## src/rtl/vga_scan_out.sv

```systemverilog
// vga_scan_out: 640x480@60 raster counters, PPU latency alignment of sync/blank,
// registered RGB drive of the VGA DAC and a per-frame vertical-blank strobe.
// Optional build macro VGA_TEST_PATTERN_EN: with test_mode=1 the active colour
// becomes eight vertical colour bars instead of rgb_in.
module vga_scan_out #(
   parameter int unsigned H_ACTIVE = 640,
   parameter int unsigned H_FP     = 16,
   parameter int unsigned H_SYNC   = 96,
   parameter int unsigned H_BP     = 48,
   parameter int unsigned V_ACTIVE = 480,
   parameter int unsigned V_FP     = 10,
   parameter int unsigned V_SYNC   = 2,
   parameter int unsigned V_BP     = 33,
   parameter int unsigned PIPE_DLY = 2
) (
   input  logic        clk,
   input  logic        reset,
   input  logic [23:0] rgb_in,
   input  logic        test_mode,
   output logic [9:0]  hcount,
   output logic [9:0]  vcount,
   output logic        frame_start,
   output logic [7:0]  VGA_R,
   output logic [7:0]  VGA_G,
   output logic [7:0]  VGA_B,
   output logic        VGA_HS,
   output logic        VGA_VS,
   output logic        VGA_BLANK_n,
   output logic        VGA_SYNC_n,
   output logic        VGA_CLK
);

   localparam int unsigned CW      = 10;
   localparam int unsigned RGBW    = 24;
   localparam int unsigned H_TOTAL = H_ACTIVE + H_FP + H_SYNC + H_BP;
   localparam int unsigned V_TOTAL = V_ACTIVE + V_FP + V_SYNC + V_BP;

   localparam logic [CW-1:0] H_LAST  = CW'(H_TOTAL - 1);
   localparam logic [CW-1:0] V_LAST  = CW'(V_TOTAL - 1);
   localparam logic [CW-1:0] H_ACT_C = CW'(H_ACTIVE);
   localparam logic [CW-1:0] V_ACT_C = CW'(V_ACTIVE);
   localparam logic [CW-1:0] HS_BEG  = CW'(H_ACTIVE + H_FP);
   localparam logic [CW-1:0] HS_END  = CW'(H_ACTIVE + H_FP + H_SYNC);
   localparam logic [CW-1:0] VS_BEG  = CW'(V_ACTIVE + V_FP);
   localparam logic [CW-1:0] VS_END  = CW'(V_ACTIVE + V_FP + V_SYNC);

`ifdef VGA_TEST_PATTERN_EN
   localparam int unsigned BARW  = 3;
   localparam int unsigned BAR_W = H_ACTIVE / 8;
   localparam int unsigned TW    = 3 + BARW;
`else
   localparam int unsigned TW    = 3;
`endif

   // Delay-line idle content: syncs inactive, blanked
   localparam logic [TW-1:0] TAP_RST = TW'(3'b110);

   logic            pix_en_q;
   logic [CW-1:0]   hcount_q, hcount_d;
   logic [CW-1:0]   vcount_q, vcount_d;
   logic            frame_start_q, frame_start_d;
   logic            hs_q, hs_d;
   logic            vs_q, vs_d;
   logic            blank_n_q, blank_n_d;
   logic [RGBW-1:0] rgb_q, rgb_d;

   logic            hs_c, vs_c, active_c;
   logic [TW-1:0]   tap_c, dly_c;
   logic [RGBW-1:0] colour_c;

   // Raster counters and frame strobe, advancing on pixel ticks only
   always_comb begin
      hcount_d      = hcount_q;
      vcount_d      = vcount_q;
      frame_start_d = 1'b0;
      if (pix_en_q) begin
         if (hcount_q == H_LAST) begin
            hcount_d = '0;
            vcount_d = (vcount_q == V_LAST) ? '0 : vcount_q + CW'(1);
         end else begin
            hcount_d = hcount_q + CW'(1);
         end
         frame_start_d = (hcount_d == '0) && (vcount_d == V_ACT_C);
      end
   end

   // Raw timing decoded from the presented counters
   always_comb begin
      active_c = (hcount_q < H_ACT_C) && (vcount_q < V_ACT_C);
      hs_c     = !((hcount_q >= HS_BEG) && (hcount_q < HS_END));
      vs_c     = !((vcount_q >= VS_BEG) && (vcount_q < VS_END));
   end

`ifdef VGA_TEST_PATTERN_EN
   logic [BARW-1:0] bar_c;

   // Colour-bar index of the presented column (BAR_W pixels per bar)
   always_comb begin
      bar_c = '0;
      for (int unsigned k = 1; k < 8; k++) begin
         if (hcount_q >= CW'(k * BAR_W)) bar_c = BARW'(k);
      end
   end

   function automatic logic [RGBW-1:0] bar_colour(input logic [BARW-1:0] idx);
      case (idx)
         3'd0:    return 24'hFFFFFF;
         3'd1:    return 24'hFFFF00;
         3'd2:    return 24'h00FFFF;
         3'd3:    return 24'h00FF00;
         3'd4:    return 24'hFF00FF;
         3'd5:    return 24'hFF0000;
         3'd6:    return 24'h0000FF;
         default: return 24'h000000;
      endcase
   endfunction

   assign tap_c    = {bar_c, hs_c, vs_c, active_c};
   assign colour_c = test_mode ? bar_colour(dly_c[5:3]) : rgb_in;
`else
   logic unused_test_mode;

   assign unused_test_mode = test_mode;
   assign tap_c            = {hs_c, vs_c, active_c};
   assign colour_c         = rgb_in;
`endif

   // Align sync/blank with the PPU colour latency
   generate
      if (PIPE_DLY == 0) begin : g_direct
         assign dly_c = tap_c;
      end else begin : g_pipe
         logic [TW-1:0] pipe_q [PIPE_DLY];

         // Shift register stepping on pixel ticks
         always_ff @(posedge clk or negedge reset) begin
            if (!reset) begin
               for (int unsigned i = 0; i < PIPE_DLY; i++) pipe_q[i] <= TAP_RST;
            end else if (pix_en_q) begin
               pipe_q[0] <= tap_c;
               for (int unsigned i = 1; i < PIPE_DLY; i++) pipe_q[i] <= pipe_q[i-1];
            end
         end

         assign dly_c = pipe_q[PIPE_DLY-1];
      end
   endgenerate

   // Output register next-state: pins update on pixel ticks
   always_comb begin
      hs_d      = hs_q;
      vs_d      = vs_q;
      blank_n_d = blank_n_q;
      rgb_d     = rgb_q;
      if (pix_en_q) begin
         hs_d      = dly_c[2];
         vs_d      = dly_c[1];
         blank_n_d = dly_c[0];
         rgb_d     = dly_c[0] ? colour_c : '0;
      end
   end

   // State and output registers
   always_ff @(posedge clk or negedge reset) begin
      if (!reset) begin
         pix_en_q      <= 1'b0;
         hcount_q      <= '0;
         vcount_q      <= '0;
         frame_start_q <= 1'b0;
         hs_q          <= 1'b1;
         vs_q          <= 1'b1;
         blank_n_q     <= 1'b0;
         rgb_q         <= '0;
      end else begin
         pix_en_q      <= !pix_en_q;
         hcount_q      <= hcount_d;
         vcount_q      <= vcount_d;
         frame_start_q <= frame_start_d;
         hs_q          <= hs_d;
         vs_q          <= vs_d;
         blank_n_q     <= blank_n_d;
         rgb_q         <= rgb_d;
      end
   end

   assign hcount      = hcount_q;
   assign vcount      = vcount_q;
   assign frame_start = frame_start_q;
   assign VGA_R       = rgb_q[23:16];
   assign VGA_G       = rgb_q[15:8];
   assign VGA_B       = rgb_q[7:0];
   assign VGA_HS      = hs_q;
   assign VGA_VS      = vs_q;
   assign VGA_BLANK_n = blank_n_q;
   assign VGA_SYNC_n  = 1'b0;
   assign VGA_CLK     = pix_en_q;

endmodule

```

## config.mk

```make
export PLATFORM = sky130hd
export DESIGN_NAME = vga_scan_out
export DESIGN_NICKNAME = d
export VERILOG_FILES = /design/src/rtl/vga_scan_out.sv
export SDC_FILE = /design/constraint.sdc
export NUM_CORES = 1
export LEC_CHECK = 0
export CAP_MARGIN = 20
export CORE_MARGIN = 5
export CORE_UTILIZATION = 35
export CTS_BUF_LIST = sky130_fd_sc_hd__clkbuf_16
export CTS_CLUSTER_DIAMETER = 80
export DETAILED_ROUTE_END_ITERATION = 8
export HOLD_SLACK_MARGIN = 0.06
export SLEW_MARGIN = 30
export SYNTH_ARGS = -nofsm -noshare
export SYNTH_HDL_FRONTEND = slang
export SYNTH_SLANG_ARGS = --single-unit
```

## constraint.sdc

```tcl
create_clock -name clk -period 5.7 [get_ports clk]
set_clock_uncertainty 0.2 [all_clocks]
set_input_delay 1.14 -clock clk [delete_from_list [all_inputs] [get_ports clk]]
set_output_delay 1.14 -clock clk [all_outputs]
set_load 0.1 [all_outputs]
```

* Yosys cells after proc, flatten, opt, wreduce, memory -nomap -nowiden *
Index checks and enable logic that the tools add are counted.

word-level totals
  logic and storage cells = 36
  input bits = 27
  output and inout port bits = 50
  register bits after elaboration = 55

cells by class
  mux-type cells = 7
  equality and inequality tests = 3
  reduce and logical (&&, ||, !) cells = 8
  magnitude comparators = 6
  add/subtract/negate cells = 2

operator list
  operator                                                                number
  10-bit two-way mux                                                      5
  24-bit two-way mux                                                      1
  10-bit by 1-bit adder with 10-bit output, second input constant         2
  10-bit equality test, second input constant                             2
  10-bit < comparator, second input constant                              2
  10-bit by 9-bit < comparator with 1-bit output, second input constant   2
  10-bit by 9-bit equality test with 1-bit output, second input constant  1
  10-bit >= comparator, second input constant                             1
  10-bit by 9-bit >= comparator with 1-bit output, second input constant  1
  10-bit zero test                                                        1
  1-bit logical AND                                                       4
  1-bit zero test                                                         3
  1-bit two-way mux                                                       1

* Depth between registers and ports, before layout *
Gate-level depths: netlist of run 1.

  word-level depth = 7
  mapped depth = 8
  mapped depth without buffers = 7

* Worst setup path after synthesis of run 1 *
OpenSTA, ideal clock, no wires.

  path kind = flip-flop to flip-flop
  from = register hcount_q[1], in the netlist hcount[1]
  to = register frame_start_q, in the netlist frame_start
  library setup time = 0.096 ns
  cell stages (with the launch flop) = 8
  required time = 5.404 ns
  setup slack = 2.773 ns
  data arrival time = 2.631 ns
  buffers on the path = 1
  clock period less this slack = 2.927 ns
  path through = dfrtp_1 > ha_1 > clkbuf_2 > nand3_1 > or3_1 > a311oi_1 > o2111ai_1 > nor4_2

on the way
  longest elaborated chain between the ends = 6
  elaborated cells between the ends (all ways) = 10
  those cells by class = add/sub (1); eq/ne (2); mux (5); reduce/logical (2)

ends and longest elaborated chain
  element                                                                              RTL line  RTL
  start: declaration                                                                   59        logic [CW-1:0] hcount_q, hcount_d;
  start signal: assignment                                                             176       hcount_q <= hcount_d;
  10-bit by 1-bit adder with 10-bit output or 10-bit equality test (tied branches)     81, 77
  10-bit two-way mux                                                                   77        if (hcount_q == H_LAST) begin
  10-bit two-way mux                                                                   76        if (pix_en_q) begin
  10-bit zero test or 10-bit by 9-bit equality test with 1-bit output (tied branches)  83        frame_start_d = (hcount_d == '0) && (vcount_d == V_ACT_C);
  1-bit logical AND *                                                                  83
  1-bit two-way mux *                                                                  76
  named net frame_start_d                                                              61        logic frame_start_q, frame_start_d;
  end signal: assignment                                                               178       frame_start_q <= frame_start_d;
  end: declaration                                                                     61

The timed path passes the listed nets; every way through them passes the cells marked *. The select of a mux whose other input is x is not followed.
A chain may end at the register's enable or synchronous reset.

* Worst setup path in the final report of run 1 *
  from = register hcount_q[5], in the netlist hcount[5]
  to = output hcount[5]

RTL lines
  element           RTL line  RTL
  end: declaration  20        output logic [9:0] hcount,

No word-level cell between the ends.

==> results of run 1 <==
## report_power, final
part	internal, mW	switching [mW]
Combinational	0.0342	0.0870
Clock	0.206	0.135
Sequential	0.399	0.00425
Total	0.639	0.226
## layout by cell type (no fill, tap or decap), types with 4 or more instances in the layout
cell             netlist  layout
clkdlybuf4s50_1        0      73
dfrtp_1               49      48
o21ai_0               39      39
nand3_1               32      32
inv_1                 29      30
nand2_1               13      13
nor2_1                10      10
nand4_1                7       7
a21oi_1                7       7
xnor2_1                7       7
dfstp_2                6       6
mux2_2                 6       6
nor3_1                 5       5
ha_1                   5       5
clkbuf_16              0       5
a31oi_1                4       4
and3_1                 4       4
## registers in the layout, summed over array words and instances, names as in the netlist
register	cells
VGA_VS	1
rgb_q	24
hcount	10
g_pipe.pipe_q	3
VGA_BLANK_n	1
VGA_CLK	1
frame_start	1
VGA_HS	1
vcount	10
dly_c	3
## through the flow
stage | instance area [sq um] | hold WS [ns] | power [mW]
finish | 3821 | 0.2876 | 0.8649
global route | 3821 | 0.3217 | 0.8992
CTS | 3821 | 0.2933 | 0.8803
detailed placement | 3655 | 0.2770 | 0.5330
global placement | 3655 | 0.2692 | 0.5322
floorplan | 2919 | 0.2576 | 0.4881
## cell type report
type	instances	area, sq um	share of cell area, %
Timing Repair Buffer	76	750.7	19.65
Multi-Input combinational cell	194	1275	33.37
Tap cell	105	131.4	3.438
Clock inverter	3	41.29	1.081
Clock buffer	5	125.1	3.274
Sequential cell	55	1385	36.25
Inverter	30	112.6	2.947
## worst max-delay path by stage
stage / start / slack [ns] / endpoint
2_1_floorplan: hcount[1] / 2.77 / frame_start
3_3_place_gp: hcount[5] / 2.46 / hcount[5]
3_5_place_dp: hcount[5] / 2.47 / hcount[5]
4_1_cts: hcount[5] / 2.15 / hcount[5]
5_1_grt: hcount[5] / 2.06 / hcount[5]
6_report: hcount[5] / 2.16 / hcount[5]
## synthesized netlist by cell type (3+ instances only)
cell,number,share of area (%)
a31oi_1,4,0.86
nand3_1,32,5.5
nand2b_1,3,0.64
ha_1,5,2.1
dfrtp_1,49,42
dfstp_2,6,5.4
o21ai_0,39,6.7
xnor2_1,7,2.1
o2bb2ai_1,3,0.90
and3_1,4,0.86
inv_1,29,3.7
nand2_1,13,1.7
nand4_1,7,1.5
a21o_1,3,0.77
a21oi_1,7,1.2
nor3_1,5,0.86
o31ai_1,3,0.77
a311oi_1,3,0.90
and4_1,3,0.90
buf_6,5,1.9
nor2_1,10,1.3
clkbuf_1,14,1.8
mux2_2,6,2.3
## routing by layer
metal,share of wire [%],global-route usage (%),wire (microns),vias up
li1,-,-,-,1189
met1,49,19.08,3427,1182
met2,44,22.08,3083,67
met3,5.7,2.893,399,7
met4,1.3,3.476,89,0
met5,0,0,0,-
## kinds of logic (layout without fill, tap and decap cells)
family / after synthesis / in the layout / share of synthesized area (%)
xor gates and xnor gates: 8 / 8 / 2.400
DFF: 55 / 55 / 47.41
and+or+nand+nor: 97 / 97 / 20.28
AOI/OAI and AO/OA: 76 / 76 / 16.07
adders and majority gates: 5 / 5 / 2.143
buffers and inverters: 55 / 114 / 8.915
other: 1 / 1 / 0.1285
muxes: 7 / 7 / 2.657
==> out/qor.txt, run 1 <==
Outcome: completed
Total number of yosys warnings: 0
Yosys cell types: 61
Cell Chain, Critical Path: clkdlybuf4s50_1
Hold depth: 1
Die area: 10270 sq um
Largest net degree at the start of global routing: 78
Origin of the critical flop-to-flop path: VGA_CLK
Wire length of the first global-routing pass: 11570 microns
Clock latency on the worst-skew pair: 0.29 ns
WP buf/inv: 1
Sequential element share of the synthesized area: 47.41%
Via count: 2445
Worst Hold Class: reg2reg
Syn Inst Count: 304
Bufs on Longest Clock Path: 2
CP Depth: 1
Primary FF master, synth: dfrtp_1
Slew margin rel.: 32.61%
CTS buffer count: 5
CP peak stage delay: 1.24 ns
CP endpoint kind: output port
Routed len/inst: 14.96 microns
Dpl cells: 460
Initial DRC count: 64
Final setup vio count: 0
DR DRC count: 0
Critical path's top delay family: buffers and inverters
Initial antenna violation count: 0
Vias in the first global route: 2382
I/O pin total: 77
Post-DP HPWL: 4741 microns
Worst VDD drop: 0.1056 mV
Worst reg2reg path depth: 5
# H-tree levels: 2
Post-route ant nets: 0
Async SR Flop Fraction: 100.0%
Synthesized cell area: 2919 sq um
DRT Pass-1 Iters: 4
Worst R2R Setup Slack: 3.12 ns
Clock period minus worst slack: 3.538 ns
Final RePlAce weighted congestion: 0.7754
WL final: 7000 microns
Post-route insts no fill: 468
GRT Overall Usage: 13.78%
Cell Rows: 33
# hold bufs at CTS: 0
Post-synth EDFFs: 0
Area growth syn-to-layout: 30.90%
Clk root buf: clkbuf_16
Layout cells sized above 1: 9.366%
Max-Cap Viols: 0
Pins Over Slew Limit: 0
Via/cell ratio: 5.224
Core Footprint: 8175 sq um
Hold path endpoint: g_pipe.pipe_q[3]
Period utilization: 62.08%
CTS tree: built
RR Endpoint: frame_start
Final Core Density: 46.74%
DP Worst Slack: 2.475 ns
Critical path required time: 4.36 ns
GR Overflow Total: 0
HP Start: g_pipe.pipe_q[3]
DIE HEIGHT: 101.3 microns
Final hold vios: 0
Count of buffers from port buffering: 74
RSZ-0062 raised after global routing: false
Startpoint types: register
Clk pin slew, worst setup/hold paths: 0.07 ns
Setup repair bufs after CTS: 0
Setup TNS: 0 ns
Antenna diodes: 0
Type of the worst setup path: reg2out
Initial core utilization: 35.71%
TritonCTS Sinks: 55
DIE WIDTH: 101.3 microns
Post_cts resized: 0
Fillers: 797
Pwr/cell area: 226.3 nW/um^2
CP max FO: 16
Final worst-path setup slack: 2.162 ns
Slowest cell on crit path: clkdlybuf4s50_1
Max Freq: 282.6 MHz
Worst slew pin tran: 1.008 ns
Avg Inst Size Synth: 9.602 sq um
Critical path arrival: 2.20 ns
Static leakage: 1.584 nW
Syn Nets: 336
Net count, final: 394
Flops & latches, synth: 55
(Power assumes the default switching activity.)
==> run 2, diff against run 1 <==
==> constraint.sdc (replaced) <==
create_clock -name clk -period 2.9 [get_ports clk]
set_clock_uncertainty 0.2 [all_clocks]
set_input_delay 0.58 -clock clk [delete_from_list [all_inputs] [get_ports clk]]
set_output_delay 0.58 -clock clk [all_outputs]
set_load 0.1 [all_outputs]
==> out/qor.txt, run 2 (synthesis gave the netlist of run 1 again) <==
Outcome: completed
Largest Register: rgb_q
Vias in the first global route: 2308
Most frequent cells in the layout: buf_4, dfrtp_1, o21ai_0
DIE HEIGHT: 101.3 microns
Startpoint types: register
Period utilization: 86.75%
Via/cell ratio: 5.093
Final non-filler cell area: 3702 sq um
WL final: 7090 microns
Switching pwr: 458.3 uW
Post-route ant nets: 0
Logic gate share of total power: 14.3%
# hold bufs at CTS: 0
Clock Power Share: 36.9%
CP endpoint kind: register
Part of the power in registers: 48.8%
DR DRC count: 0
Pins Over Slew Limit: 0
Initial antenna violation count: 0
Worst VDD drop: 0.2248 mV
Clk root buf: clkbuf_16
Clk pin slew, worst setup/hold paths: 0.07 ns
Critical Path Start: hcount[1]
Bufs on Longest Clock Path: 2
Initial DRC count: 68
Max reg flops: 24
Die area: 10270 sq um
I/O pin total: 77
Post-DP HPWL: 4979 microns
Post_cts resized: 0
Area growth syn-to-layout: 26.83%
DRT Pass-1 Iters: 4
DIE WIDTH: 101.3 microns
GR Overflow Total: 0
Net count, final: 397
Routed len/inst: 15.05 microns
Placed cell areas: 3557 sq um
Critical path required time: 2.89 ns
Commonest non-fill, non-tap cell in the layout: buf_4
Type of the worst setup path: reg2reg
Switching Share: 28.22%
GRT Overall Usage: 14.06%
Setup TNS: 0 ns
Antenna diodes: 0
# H-tree levels: 2
Clock latency on the worst-skew pair: 0.29 ns
Int Power: 1.166 mW
Setup repair bufs after CTS: 0
Final hold vios: 0
Cell Rows: 33
Largest net degree at the start of global routing: 63
Wire length of the first global-routing pass: 11650 microns
CP max FO: 7
Via count: 2399
RSZ-0062 raised after global routing: false
CTS buffer count: 5
CTS tree: built
Worst Hold Class: in2async
Origin of the critical flop-to-flop path: hcount[1]
Slowest cell on crit path: dfrtp_2
CP peak stage delay: 0.43 ns
Max Freq: 397.5 MHz
Core Footprint: 8175 sq um
Cell Chain, Critical Path: ha_1 > nand3_1 > or3_1 > a311oi_1 > o2111ai_1 > nor4_2
Static leakage: 1.646 nW
Layout cells sized above 1: 24.04%
Worst slew pin tran: 0.7818 ns
Final setup vio count: 0
Final RePlAce weighted congestion: 0.7792
Clock period minus worst slack: 2.516 ns
TritonCTS Sinks: 55
Initial core utilization: 35.71%
Pwr/cell area: 438.6 nW/um^2
Max-Cap Viols: 0
Critical path arrival: 2.50 ns
Count of buffers from port buffering: 74
Slew margin rel.: 47.88%
## run 2: cell count changes in the layout (fill, tap and decap cells not counted), sizes merged
| cell | before | now |
|---|---|---|
| clkdlybuf4s50 | 73 | 24 |
| bufinv | 1 | 0 |
| inv | 30 | 31 |
| buf | 3 | 55 |
## run 2: worst max-delay path, delay by kind of cell, from the launching register on
kind / cells / cell delay, ns
AOI/OAI and AO/OA: 2 / 0.54
adders and majority gates: 1 / 0.32
DFF: 1 / 0.43
and+or+nand+nor: 3 / 0.92
## run 2: power groups by stage
stage	Combinational, mW	Clock, mW	Sequential [mW]
floorplan	0.0258	0	0.934
global placement	0.234	0	0.807
detailed placement	0.235	0	0.808
CTS	0.236	0.622	0.793
global route	0.246	0.659	0.795
finish	0.233	0.599	0.793
## run 2: per-stage QoR
step	cells	utilization, %	hold WS (ns)	worst slack [ns]	total power, mW
2_1_floorplan	304	-	0.08441	0.1389	0.9593
3_3_place_gp	463	43.51	0.2729	0.4707	1.041
3_5_place_dp	463	43.51	0.2827	0.4158	1.043
4_1_cts	471	45.29	0.1841	0.3993	1.651
5_1_grt	471	45.29	0.2268	0.1619	1.700
6_report	471	45.29	0.1527	0.3843	1.624
## run 2: path summary, 6_finish.rpt
check / endpoint / slack (ns) / cells after the start
worst max register to register: frame_start / 0.38 / 6
min in group clk: g_pipe.pipe_q[4] / 0.29 / 2
worst max-delay path: frame_start / 0.38 / 6
max in group asynchronous: rgb_q[8] / 1.55 / 2
worst min-delay path: rgb_q[6] / 0.15 / 1
worst min register to register: g_pipe.pipe_q[4] / 0.29 / 2
## run 2: cell type report
cell class	instances	area, sq um
Fill cell	782	4473
Sequential cell	55	1388
Multi-Input combinational cell	194	1275
Timing Repair Buffer	79	650.6
Tap cell	105	131.4
Clock buffer	5	125.1
Inverter	30	112.6
Clock inverter	3	20.02
## run 2: routing by layer
| metal | part of all wire (%) | up-vias | track usage, % |
|---|---|---|---|
| met5 | 0 | - | 0 |
| met4 | 0.51 | 0 | 2.863 |
| met3 | 6.9 | 4 | 3.581 |
| met2 | 43 | 72 | 21.33 |
| met1 | 50 | 1125 | 20.36 |
| li1 | - | 1198 | - |
